**src/rtl/blink_rate_detector_if.sv**
```systemverilog
// Signal bundle for the blink-rate detector. The detector is the master: it
// samples i_Signal and drives the measurement results.
interface blink_rate_detector_if;
    logic        i_Signal;
    logic [31:0] o_Period;
    logic        o_Valid;
    logic [2:0]  o_Rate;
    logic        o_Locked;
    logic        o_Timeout;

    modport master (
        input  i_Signal,
        output o_Period, o_Valid, o_Rate, o_Locked, o_Timeout
    );

    modport slave (
        output i_Signal,
        input  o_Period, o_Valid, o_Rate, o_Locked, o_Timeout
    );
endinterface

```
**src/rtl/blink_rate_detector.sv**
```systemverilog
// Measures the interval between toggles of an asynchronous square wave and
// classifies it as one of the LED blink rates, with lock and timeout flags.
module blink_rate_detector #(
    parameter int unsigned g_COUNT_10HZ = 1250000,
    parameter int unsigned g_COUNT_5HZ  = 2500000,
    parameter int unsigned g_COUNT_2HZ  = 6250000,
    parameter int unsigned g_COUNT_1HZ  = 12500000,
    parameter int unsigned g_TOL_SHIFT  = 4,
    parameter int unsigned g_TIMEOUT    = 30000000
) (
    input  logic                  i_Clk,
    input  logic                  i_Rst,
    blink_rate_detector_if.master bus
);
    localparam logic [0:0] S_IDLE = 1'b0;
    localparam logic [0:0] S_MEAS = 1'b1;

    localparam logic [32:0] E10 = 33'(g_COUNT_10HZ) + 33'd1;
    localparam logic [32:0] E5  = 33'(g_COUNT_5HZ)  + 33'd1;
    localparam logic [32:0] E2  = 33'(g_COUNT_2HZ)  + 33'd1;
    localparam logic [32:0] E1  = 33'(g_COUNT_1HZ)  + 33'd1;
    localparam logic [32:0] T10 = E10 >> g_TOL_SHIFT;
    localparam logic [32:0] T5  = E5  >> g_TOL_SHIFT;
    localparam logic [32:0] T2  = E2  >> g_TOL_SHIFT;
    localparam logic [32:0] T1  = E1  >> g_TOL_SHIFT;
    localparam logic [31:0] TO_LAST = 32'(g_TIMEOUT - 1);

    // T never exceeds E, so E-T cannot underflow; 33 bits keep E+T from wrapping.
    function automatic logic in_win(input logic [32:0] m, input logic [32:0] e,
                                    input logic [32:0] t);
        return (m >= e - t) && (m <= e + t);
    endfunction

    function automatic logic [2:0] classify(input logic [32:0] m);
        if      (in_win(m, E10, T10)) return 3'd1;
        else if (in_win(m, E5,  T5))  return 3'd2;
        else if (in_win(m, E2,  T2))  return 3'd3;
        else if (in_win(m, E1,  T1))  return 3'd4;
        else                          return 3'd0;
    endfunction

    logic        sync1_q, sync2_q, sync3_q;
    logic [0:0]  state_q, state_d;
    logic [31:0] cnt_q, cnt_d;
    logic [31:0] period_q, period_d;
    logic        valid_q, valid_d;
    logic [2:0]  rate_q, rate_d;
    logic        locked_q, locked_d;
    logic        timeout_q, timeout_d;
    logic [2:0]  prev_q, prev_d;

    logic        edge_det;
    logic [32:0] meas;
    logic [2:0]  cls;

    assign edge_det = sync2_q ^ sync3_q;
    assign meas     = {1'b0, cnt_q} + 33'd1;
    assign cls      = classify(meas);

    always_comb begin
        state_d   = state_q;
        cnt_d     = cnt_q;
        period_d  = period_q;
        valid_d   = 1'b0;
        rate_d    = rate_q;
        locked_d  = locked_q;
        timeout_d = timeout_q;
        prev_d    = prev_q;
        case (state_q)
            S_IDLE: begin
                cnt_d = '0;
                // First edge only provides the reference point.
                if (edge_det) begin
                    state_d   = S_MEAS;
                    timeout_d = 1'b0;
                end
            end
            S_MEAS: begin
                if (edge_det) begin
                    period_d = meas[31:0];
                    rate_d   = cls;
                    valid_d  = 1'b1;
                    cnt_d    = '0;
                    locked_d = (cls == prev_q) && (cls != 3'd0);
                    prev_d   = cls;
                end else if (cnt_q == TO_LAST) begin
                    state_d   = S_IDLE;
                    timeout_d = 1'b1;
                    rate_d    = 3'd0;
                    locked_d  = 1'b0;
                    prev_d    = 3'd0;
                    cnt_d     = '0;
                end else begin
                    cnt_d = cnt_q + 32'd1;
                end
            end
            default: state_d = S_IDLE;
        endcase
    end

    always_ff @(posedge i_Clk or posedge i_Rst) begin
        if (i_Rst) begin
            sync1_q   <= 1'b0;
            sync2_q   <= 1'b0;
            sync3_q   <= 1'b0;
            state_q   <= S_IDLE;
            cnt_q     <= '0;
            period_q  <= '0;
            valid_q   <= 1'b0;
            rate_q    <= 3'd0;
            locked_q  <= 1'b0;
            timeout_q <= 1'b0;
            prev_q    <= 3'd0;
        end else begin
            sync1_q   <= bus.i_Signal;
            sync2_q   <= sync1_q;
            sync3_q   <= sync2_q;
            state_q   <= state_d;
            cnt_q     <= cnt_d;
            period_q  <= period_d;
            valid_q   <= valid_d;
            rate_q    <= rate_d;
            locked_q  <= locked_d;
            timeout_q <= timeout_d;
            prev_q    <= prev_d;
        end
    end

    assign bus.o_Period  = period_q;
    assign bus.o_Valid   = valid_q;
    assign bus.o_Rate    = rate_q;
    assign bus.o_Locked  = locked_q;
    assign bus.o_Timeout = timeout_q;
endmodule

```
**src/flat_wrapper.sv**
```systemverilog
// flat-port wrapper written by rule: the top's interface ports become plain ports
module blink_rate_detector_flat 
#(
    parameter int unsigned g_COUNT_10HZ = 1250000,
    parameter int unsigned g_COUNT_5HZ  = 2500000,
    parameter int unsigned g_COUNT_2HZ  = 6250000,
    parameter int unsigned g_COUNT_1HZ  = 12500000,
    parameter int unsigned g_TOL_SHIFT  = 4,
    parameter int unsigned g_TIMEOUT    = 30000000
)
  (i_Clk, i_Rst, bus_i_Signal, bus_o_Period, bus_o_Valid, bus_o_Rate, bus_o_Locked, bus_o_Timeout);
  blink_rate_detector_if bus_i ();
  input  logic i_Clk;
  input  logic i_Rst;
  input wire logic [$bits(bus_i.i_Signal)-1:0] bus_i_Signal;
  output wire logic [$bits(bus_i.o_Period)-1:0] bus_o_Period;
  output wire logic [$bits(bus_i.o_Valid)-1:0] bus_o_Valid;
  output wire logic [$bits(bus_i.o_Rate)-1:0] bus_o_Rate;
  output wire logic [$bits(bus_i.o_Locked)-1:0] bus_o_Locked;
  output wire logic [$bits(bus_i.o_Timeout)-1:0] bus_o_Timeout;
  assign bus_i.i_Signal = bus_i_Signal;
  assign bus_o_Period = bus_i.o_Period;
  assign bus_o_Valid = bus_i.o_Valid;
  assign bus_o_Rate = bus_i.o_Rate;
  assign bus_o_Locked = bus_i.o_Locked;
  assign bus_o_Timeout = bus_i.o_Timeout;
  blink_rate_detector #(.g_COUNT_10HZ(g_COUNT_10HZ), .g_COUNT_5HZ(g_COUNT_5HZ), .g_COUNT_2HZ(g_COUNT_2HZ), .g_COUNT_1HZ(g_COUNT_1HZ), .g_TOL_SHIFT(g_TOL_SHIFT), .g_TIMEOUT(g_TIMEOUT)) u_core (.i_Clk(i_Clk), .i_Rst(i_Rst), .bus(bus_i));
endmodule
```
**config.mk**
```make
export PLATFORM = sky130hd
export DESIGN_NAME = blink_rate_detector_flat
export DESIGN_NICKNAME = d
export VERILOG_FILES = /design/src/rtl/blink_rate_detector_if.sv /design/src/rtl/blink_rate_detector.sv /design/src/flat_wrapper.sv
export SDC_FILE = /design/constraint.sdc
export NUM_CORES = 1
export LEC_CHECK = 0
export BUFFER_PORTS_ARGS = -buffer_cell sky130_fd_sc_hd__buf_2
export CAP_MARGIN = 20
export CORE_MARGIN = 5
export CORE_UTILIZATION = 50
export DETAILED_ROUTE_END_ITERATION = 8
export GPL_ROUTABILITY_DRIVEN = 0
export PLACE_DENSITY = 0.8
export SLEW_MARGIN = 20
export SYNTH_ARGS = -nofsm -noshare
export SYNTH_HDL_FRONTEND = slang
export SYNTH_SLANG_ARGS = --single-unit
```
**constraint.sdc**
```tcl
create_clock -name i_Clk -period 11 [get_ports i_Clk]
set_input_delay 0.55 -clock i_Clk [delete_from_list [all_inputs] [get_ports i_Clk]]
set_output_delay 0.55 -clock i_Clk [all_outputs]
set_load 0.03 [all_outputs]
```
==> results of run 1 <==
worst max-delay path, delay by kind of cell, from the launching register on:
kind / cells / cell delay [ns]
fa+ha+maj: 1 / 0.59
flops: 1 / 0.68
compound gates: 3 / 0.69
xor+xnor: 1 / 0.47
simple gates: 4 / 2.06
mux: 1 / 0.35
sequential cells by signal (all words and copies together) (netlist names):
name and flops:
u_core.bus.o_Period 32, u_core.prev_q 3, u_core.sync3_q 1, u_core.bus.o_Timeout 1
u_core.bus.o_Valid 1, u_core.state_q 1, u_core.bus.o_Locked 1, u_core.cnt_q 32
u_core.sync1_q 1, u_core.sync2_q 1
placed cells by master, fill, tap and decap left out, drive strengths merged, types with 7 or more instances in the layout:
cell type / n
xnor2: 25
o211ai: 9
nor3: 15
inv: 15
and4: 9
nand2: 35
and3: 7
nor4: 22
xor2: 7
a211oi: 14
a21oi: 46
and2: 8
buf: 44
dfrtp: 74
or4: 9
nor2: 92
nand4: 22
clkbuf: 10
nand3: 25
o21ai: 18
routing by layer:
layer,GRT usage,vias up,share of wire
li1,-,2208,-
met2,0.384,338,0.45
met5,0,-,0
met1,0.346,2331,0.42
met4,0.113,0,0.034
met3,0.0539,58,0.097
cells in the mapped netlist, drive strengths merged (14+ instances only):
cell and instances:
nor2 92, dfrtp 74, a21oi 46, nand2 35, clkbuf 30, nand3 25
xnor2 25, nand4 22, nor4 22, o21ai 18, buf 15, nor3 15
a211oi 14, inv 14
worst paths after layout:
| path | from | endpoint | slack, ns |
|---|---|---|---|
| worst max-delay path | u_core.cnt_q[0]$_DFF_PP0_ | u_core.bus.o_Locked$_DFFE_PP0P_ | 6.06 |
| worst min-delay path | bus_i_Signal | u_core.sync1_q$_DFF_PP0_ | 0.29 |
| worst max register to register | u_core.cnt_q[0]$_DFF_PP0_ | u_core.bus.o_Locked$_DFFE_PP0P_ | 6.06 |
| worst min register to register | u_core.sync1_q$_DFF_PP0_ | u_core.sync2_q$_DFF_PP0_ | 0.37 |
| max in group asynchronous | i_Rst | u_core.bus.o_Period[14]$_DFFE_PP0P_ | 9.95 |
| min in group asynchronous | i_Rst | u_core.cnt_q[9]$_DFF_PP0_ | 0.46 |
where the power goes:
| part | internal [mW] | switching (mW) |
|---|---|---|
| registers | 0.293 | 0.0178 |
| logic | 0.0335 | 0.0901 |
| clock network | 0.175 | 0.107 |
| total | 0.501 | 0.214 |
cells by family after synthesis:
| group | Yosys count |
|---|---|
| flops | 74 |
| mux | 5 |
| compound gates | 139 |
| xor+xnor | 32 |
| buf+inv | 59 |
| fa+ha+maj | 3 |
| simple gates | 281 |
through the flow:
step	setup slack (ns)	cell area [sq um]	util	cells
floorplan	7.42	4900	-	593
global placement	6.57	5110	0.528	725
detailed placement	6.25	5110	0.528	725
CTS	6.23	5380	0.556	741
global route	5.72	5380	0.556	741
finish	6.06	5380	0.556	741
area by class of cell:
type                       instances  area share
multi-input combinational        460       0.523
timing repair buffer              44      0.0428
sequential                        74       0.344
inverter                          14     0.00977
tap                              133      0.0309
clock inverter                     6      0.0256
clock buffer                      10      0.0237
==> reports/qor.yml, run 1 <==
outcome: "completed"
synth-edff-count: 0
ioPinCount: 41
endpoint_kind: "flop"
yosysTopAreaCellShare: 0.378
hold_viol_final: 0
hold_path.class: "primary input to flop"
h-tree-depth: 3
grt.total_usage: 0.253
grt_overflow_total: 0
cts_setup_buffers: 0
arrival_ns: 5.19
wl_per_cell_microns: 19.2
cts_inserted_buffers: 9
antenna_found_initial: 0
setup_violations: 0
die_h_microns: 109
vias: 4935
die_w_microns: 109
power.density_nw_per_um2: 133
relSlewSlack: 0.377
slowest_stage: "nor4_2"
std_cell_rows: 36
regArea_sq_um: 1850
power_uw: 716
synth_cell_types: 69
ys_top_cells_by_area: "dfrtp_1 38%, nor2_1 7.0%, a21oi_1 4.7%, xnor2_1 4.5%, nand4_1 2.8%"
cts_resized: 0
vdd_ir_drop_max_v: 0.0000722
num-nets-final: 609
antenna_left: 0
synth_top_family_by_area: "simple AND/OR/NAND/NOR gates"
leakage_nw: 2.14
wl_mm: 14.2
required_ns: 11.25
min_period_ns: 4.94
synth-adder-area-share: 0.00766
clk_transition_reported_paths_ns: 0.08
worstPathCellList: "ha_1, nand4_1, nor4_2, xnor2_1, nor4_1, nor4b_1, a211oi_1, o41ai_4, mux2_1, a32o_1"
cts_tree: "done"
synth_flop_cell: "dfrtp_1"
die_area_sq_um: 11900
yosysTopAreaCell: "dfrtp_1"
num-fill-cells: 914
area_delta_synth_final_pct: 9.75
yosysSeqAreaShare: 0.378
syn_inst: 593
clk-insertion-delay-late_ns: 0.36
final.setup.tns_ns: 0
grt_max_degree: 75
drt_iter0_markers: 717
vias_per_cell: 6.66
finalMaxSlewViolations: 0
synthMuxAreaShare: 0.0110
maxCapViolCount: 0
dr.pass1.iters: 7
hold-path-cell-count: 1
grt_pass1_wl_mm: 23.9
coreArea_sq_um: 9680
synth-compound-area-share: 0.196
rr_worst_depth: 10
syn_nets: 599
synth-simple-area-share: 0.302
finalClockSkew_ns: 0.00945
synth-seq-cells: 74
synth-xor-area-share: 0.0572
critPathKind: "flop to flop"
grt_pass1_vias: 4753
n_antenna_cell: 0
setup.worst_path.start_class: "flop"
avgSynthCellArea_sq_um: 8.27
drcViolationCount: 0
syn-cell-area_sq_um: 4900
initial_core_util: 0.506
drive_gt1_frac: 0.127
post-route-period-util: 0.449
fmax_mhz: 202
ys_warn_count: 0
max_stage_delay_ns: 0.80
async_reset_ff_frac: 1.00
crit_fanout: 18
dp.final_hpwl_mm: 10.0
rsz0062_at_grt: "false"
root_buffer: "clkbuf_8"
multi_input_area_sq_um: 2810
io_buffers: 40
cts_sinks: 74
tightestPinTransition_ns: 0.928
timing.hold.ws_ns: 0.290
clock_path_buffers: 2
postCtsHoldBufs: 0
Power figures use the tool's default switching activity.
==> run 2: changes to the inputs <==
==> constraint.sdc (replaced) <==
create_clock -name i_Clk -period 5 [get_ports i_Clk]
set_input_delay 0.25 -clock i_Clk [delete_from_list [all_inputs] [get_ports i_Clk]]
set_output_delay 0.25 -clock i_Clk [all_outputs]
set_load 0.03 [all_outputs]
==> run 2 against run 1 <==
Worst hold slack got worse by 0.14 ns. Register-to-register slack got worse by 5.8 ns. Combinational power rose by 120%. Fmax rose by 5.3%. Non-clock buffer count rose by 5. Cell count rose by 0.67%. Flip-flop and latch count did not move. First-iteration DRC count fell by 11%. Critical path depth rose by 1. Largest power group unchanged.
==> reports/qor.yml, run 2 (same netlist as run 1, synthesis figures left out) <==
critPathKind: "flop to flop"
wl_mm: 14.2
clock_path_buffers: 2
num-fill-cells: 876
cts_setup_buffers: 0
power.density_nw_per_um2: 277
min_period_ns: 4.69
antenna_found_initial: 0
initial_core_util: 0.506
clk_transition_reported_paths_ns: 0.08
grt_pass1_vias: 4656
regArea_sq_um: 1850
num-nets-final: 614
post-route-period-util: 0.939
root_buffer: "clkbuf_8"
relSlewSlack: 0.341
postCtsHoldBufs: 1
cts_tree: "done"
rsz0062_at_grt: "false"
slowest_stage: "dfrtp_1"
grt_max_degree: 75
n_antenna_cell: 0
path_buf_inv: 0
arrival_ns: 4.95
drt_iter0_markers: 637
hold_viol_final: 0
cts_resized: 0
crit_fanout: 18
area_delta_synth_final_pct: 9.83
finalMaxSlewViolations: 0
drcViolationCount: 0
fin_ws_ns: 0.306
fin_util: 0.556
grt.total_usage: 0.248
die_w_microns: 109
setup_violations: 0
r2r_start: "u_core.cnt_q[0]$_DFF_PP0_"
io_buffers: 40
dr.pass1.iters: 8
required_ns: 5.25
setup.worst_path.start_class: "flop"
cts_inserted_buffers: 9
grt_overflow_total: 0
critPathTopFamily: "simple AND/OR/NAND/NOR gates"
dp_worst_setup_slack_ns: 0.443
cts_sinks: 74
design_area_sq_um: 5380
die_area_sq_um: 11900
fmax_mhz: 213
hold_path.class: "primary input to asynchronous set/reset pin"
antenna_left: 0
die_h_microns: 109
endpoint_kind: "flop"
h-tree-depth: 3
final_common_cell: "nor2_1"
finalClockSkew_ns: 0.00871
std_cell_rows: 36
vias_per_cell: 6.66
dp.final_hpwl_mm: 10.0
vias: 4968
tightestPinTransition_ns: 0.981
grt_pass1_wl_mm: 23.3
max_stage_delay_ns: 0.65
coreArea_sq_um: 9680
final.setup.tns_ns: 0
wl_per_cell_microns: 19.0
leakage_nw: 2.15
worstPathCellList: "ha_1, nand4_1, or4_1, xnor2_1, nor4_1, and2_1, nand3_1, o221a_2, o41ai_4, mux2_1, a32o_1"
maxCapViolCount: 0
multi_input_area_sq_um: 2810
final_cell_mix: "92 x nor2_1, 74 x dfrtp_1, 46 x a21oi_1"
startpoint: "u_core.cnt_q[0]$_DFF_PP0_"
place_area_sq_um: 5140
ioPinCount: 41
vdd_ir_drop_max_v: 0.000180
outcome: "completed"
drive_gt1_frac: 0.132
clk-insertion-delay-late_ns: 0.36
## run 2: cell count changes in the layout (fill, tap and decap cells not counted), sizes merged
cell	previous run	this run
dlygate4sd3	0	1
clkinv	1	2
buf	44	48
inv	15	14
clkbuf	10	12
bufinv	4	2
## run 2: per-layer routing
| metal | wire, microns | track usage | part of all wire |
|---|---|---|---|
| met5 | 0 | 0 | 0 |
| met3 | 1480 | 0.0728 | 0.10 |
| met2 | 6030 | 0.358 | 0.43 |
| met1 | 5790 | 0.326 | 0.41 |
| met4 | 887 | 0.149 | 0.063 |
## run 2: final cells by class
| class | instances | share of cell area |
|---|---|---|
| clock buffers | 12 | 0.0288 |
| inverters | 14 | 0.00976 |
| multi-input cells | 460 | 0.523 |
| clock inverters | 4 | 0.0137 |
| well taps | 133 | 0.0309 |
| repair buffers | 49 | 0.0502 |
| flip-flops and latches | 74 | 0.344 |
## run 2: tightest hold or removal path, stage by stage
cell   delay, ns
buf_2       0.10
inv_2       0.03
buf_4       0.68
## run 2: power breakdown
part / leakage (nW) / internal (mW) / switching [mW] / total (mW)
registers: 0.967 / 0.644 / 0.0382 / 0.682
logic: 1.06 / 0.0740 / 0.199 / 0.273
clock network: 0.117 / 0.309 / 0.229 / 0.537
## run 2: worst paths after layout
| check | cells after the start | to | slack (ns) |
|---|---|---|---|
| worst max-delay path | 11 | u_core.bus.o_Locked$_DFFE_PP0P_ | 0.31 |
| min in group i_Clk | 0 | u_core.sync2_q$_DFF_PP0_ | 0.36 |
| worst max register to register | 11 | u_core.bus.o_Locked$_DFFE_PP0P_ | 0.31 |
| worst min register to register | 0 | u_core.sync2_q$_DFF_PP0_ | 0.36 |
| max in group asynchronous | 3 | u_core.cnt_q[15]$_DFF_PP0_ | 4.26 |
| worst min-delay path | 3 | u_core.bus.o_Period[10]$_DFFE_PP0P_ | 0.15 |
## run 2: per-stage QoR
stage / power [mW] / cells / hold slack [ns]
finish: 1.49 / 746 / 0.153
global route: 1.56 / 746 / 0.268
CTS: 1.50 / 746 / 0.198
detailed placement: 0.967 / 729 / 0.337
global placement: 0.961 / 729 / 0.333
floorplan: 0.890 / 593 / 0.281
==> run 3: changes to the inputs <==
--- a/config.mk
+++ b/config.mk
@@ -9,6 +9,7 @@
 export CAP_MARGIN = 20
 export CORE_MARGIN = 5
 export CORE_UTILIZATION = 50
+export CTS_BUF_LIST = sky130_fd_sc_hd__clkbuf_4 sky130_fd_sc_hd__clkbuf_8
 export DETAILED_ROUTE_END_ITERATION = 8
 export GPL_ROUTABILITY_DRIVEN = 0
 export PLACE_DENSITY = 0.8
==> run 3 against run 2 <==
Combinational power hardly changed. Utilization about the same. Global-route usage about the same. Worst hold slack improved by 0.0085 ns. Cell count unchanged. Largest power group unchanged. Critical path depth did not move. Sequential power barely moved. Total power grew 0.16%. Register-to-register slack barely moved.
==> reports/qor.yml, run 3 (same netlist as run 1, synthesis figures left out) <==
outcome: "completed"
max_stage_delay_ns: 0.65
coreArea_sq_um: 9680
grt_pass1_vias: 4669
power.density_nw_per_um2: 277
io_buffers: 40
vias_per_cell: 6.65
min_period_ns: 4.70
fmax_mhz: 213
finalClockSkew_ns: 0.00977
grt_pass1_wl_mm: 23.3
p_seq_frac: 0.457
die_area_sq_um: 11900
drcViolationCount: 0
dp_worst_setup_slack_ns: 0.443
post-route-period-util: 0.940
ioPinCount: 41
reg2reg_setup_slack_ns: 0.30
cts_tree: "done"
final_common_cell: "nor2_1"
cts_resized: 0
final.setup.tns_ns: 0
clkPwrFrac: 0.360
dp.final_hpwl_mm: 10.0
tightestPinTransition_ns: 0.979
dp.cells: 729
hold_viol_final: 0
p_sw_frac: 0.309
endpoint_kind: "flop"
drive_gt1_frac: 0.134
combinationalPowerShare: 0.183
crit_fanout: 18
grt.total_usage: 0.248
num-nets-final: 614
die_w_microns: 109
num-fill-cells: 875
grt_overflow_total: 0
grt_max_degree: 75
hold_path.class: "primary input to asynchronous set/reset pin"
timing.hold.ws_ns: 0.162
clk_transition_reported_paths_ns: 0.08
design_area_sq_um: 5390
std_cell_rows: 36
required_ns: 5.25
power.switching_uw: 462
vias: 4959
root_buffer: "clkbuf_8"
leakage_nw: 2.15
slowest_stage: "dfrtp_1"
fin_ws_ns: 0.302
drt_iter0_markers: 691
clock_path_buffers: 2
antenna_left: 0
antenna_found_initial: 0
die_h_microns: 109
maxCapViolCount: 0
wl_mm: 14.2
p_int_mw: 1.03
setup.worst_path.start_class: "flop"
final_cell_mix: "92 x nor2_1, 74 x dfrtp_1, 46 x a21oi_1"
vdd_ir_drop_max_v: 0.000180
h-tree-depth: 3
critPathKind: "flop to flop"
wl_per_cell_microns: 19.0
setup_violations: 0
relSlewSlack: 0.343
place_area_sq_um: 5140
cts_inserted_buffers: 9
area_delta_synth_final_pct: 9.90
initial_core_util: 0.506
finalNonFillerCells: 746
dr.pass1.iters: 7
finalMaxSlewViolations: 0
arrival_ns: 4.95
worstPathCellList: "ha_1, nand4_1, or4_1, xnor2_1, nor4_1, and2_1, nand3_1, o221a_2, o41ai_4, mux2_1, a32o_1"
n_antenna_cell: 0
cts_sinks: 74
rsz0062_at_grt: "false"
clk-insertion-delay-late_ns: 0.35
==> run 3: cell counts in the layout (fill, tap and decap cells not counted) <==
No cell type changed its count.
==> run 3: layout make-up <==
cell class	count	area [sq um]	area share
Timing Repair Buffer	49	270	0.0502
Multi-Input combinational cell	460	2810	0.522
Clock buffer	12	159	0.0295
Tap cell	133	166	0.0309
Inverter	14	52.6	0.00975
Clock inverter	4	73.8	0.0137
Sequential cell	74	1850	0.344
==> run 3: timing repair <==
item,in CTS,in global routing
setup buffers,0,0
endpoints found under the hold margin,1,0
hold buffers,1,0
==> run 3: worst max-delay path: cells and delay by family, from the launching register on <==
family	cells	cell delay, ns
AND/OR/NAND/NOR	5	1.85
adder cells (fa/ha/maj)	1	0.57
multiplexers	1	0.36
flip-flops	1	0.65
XOR/XNOR	1	0.23
AO/OA/AOI/OAI	3	0.92
==> run 3: final timing paths <==
| check | cells past startpoint | endpoint | start |
|---|---|---|---|
| worst min-delay path | 3 | u_core.bus.o_Period[10]$_DFFE_PP0P_ | i_Rst |
| worst max-delay path | 11 | u_core.bus.o_Locked$_DFFE_PP0P_ | u_core.cnt_q[0]$_DFF_PP0_ |
| worst min register to register | 0 | u_core.sync2_q$_DFF_PP0_ | u_core.sync1_q$_DFF_PP0_ |
| min in group i_Clk | 0 | u_core.sync2_q$_DFF_PP0_ | u_core.sync1_q$_DFF_PP0_ |
| worst max register to register | 11 | u_core.bus.o_Locked$_DFFE_PP0P_ | u_core.cnt_q[0]$_DFF_PP0_ |
| max in group asynchronous | 3 | u_core.cnt_q[0]$_DFF_PP0_ | i_Rst |
==> run 3: layer usage <==
metal / vias up / global-route usage / share of wire
li1: 2225 / - / -
met4: 0 / 0.149 / 0.057
met1: 2302 / 0.326 / 0.40
met3: 85 / 0.0764 / 0.11
met2: 347 / 0.356 / 0.43
met5: - / 0 / 0
==> run 3: power by group through the flow <==
stage | clock (mW) | combinational [mW] | sequential, mW
global route | 0.578 | 0.298 | 0.692
floorplan | 0 | 0.126 | 0.764
finish | 0.538 | 0.274 | 0.682
global placement | 0 | 0.270 | 0.690
detailed placement | 0 | 0.272 | 0.695
CTS | 0.545 | 0.275 | 0.683
==> run 3: stage by stage <==
step           total power [mW]  utilization
2_1_floorplan             0.890            -
3_3_place_gp              0.961        0.531
3_5_place_dp              0.967        0.531
4_1_cts                    1.50        0.556
5_1_grt                    1.57        0.556
6_report                   1.49        0.556
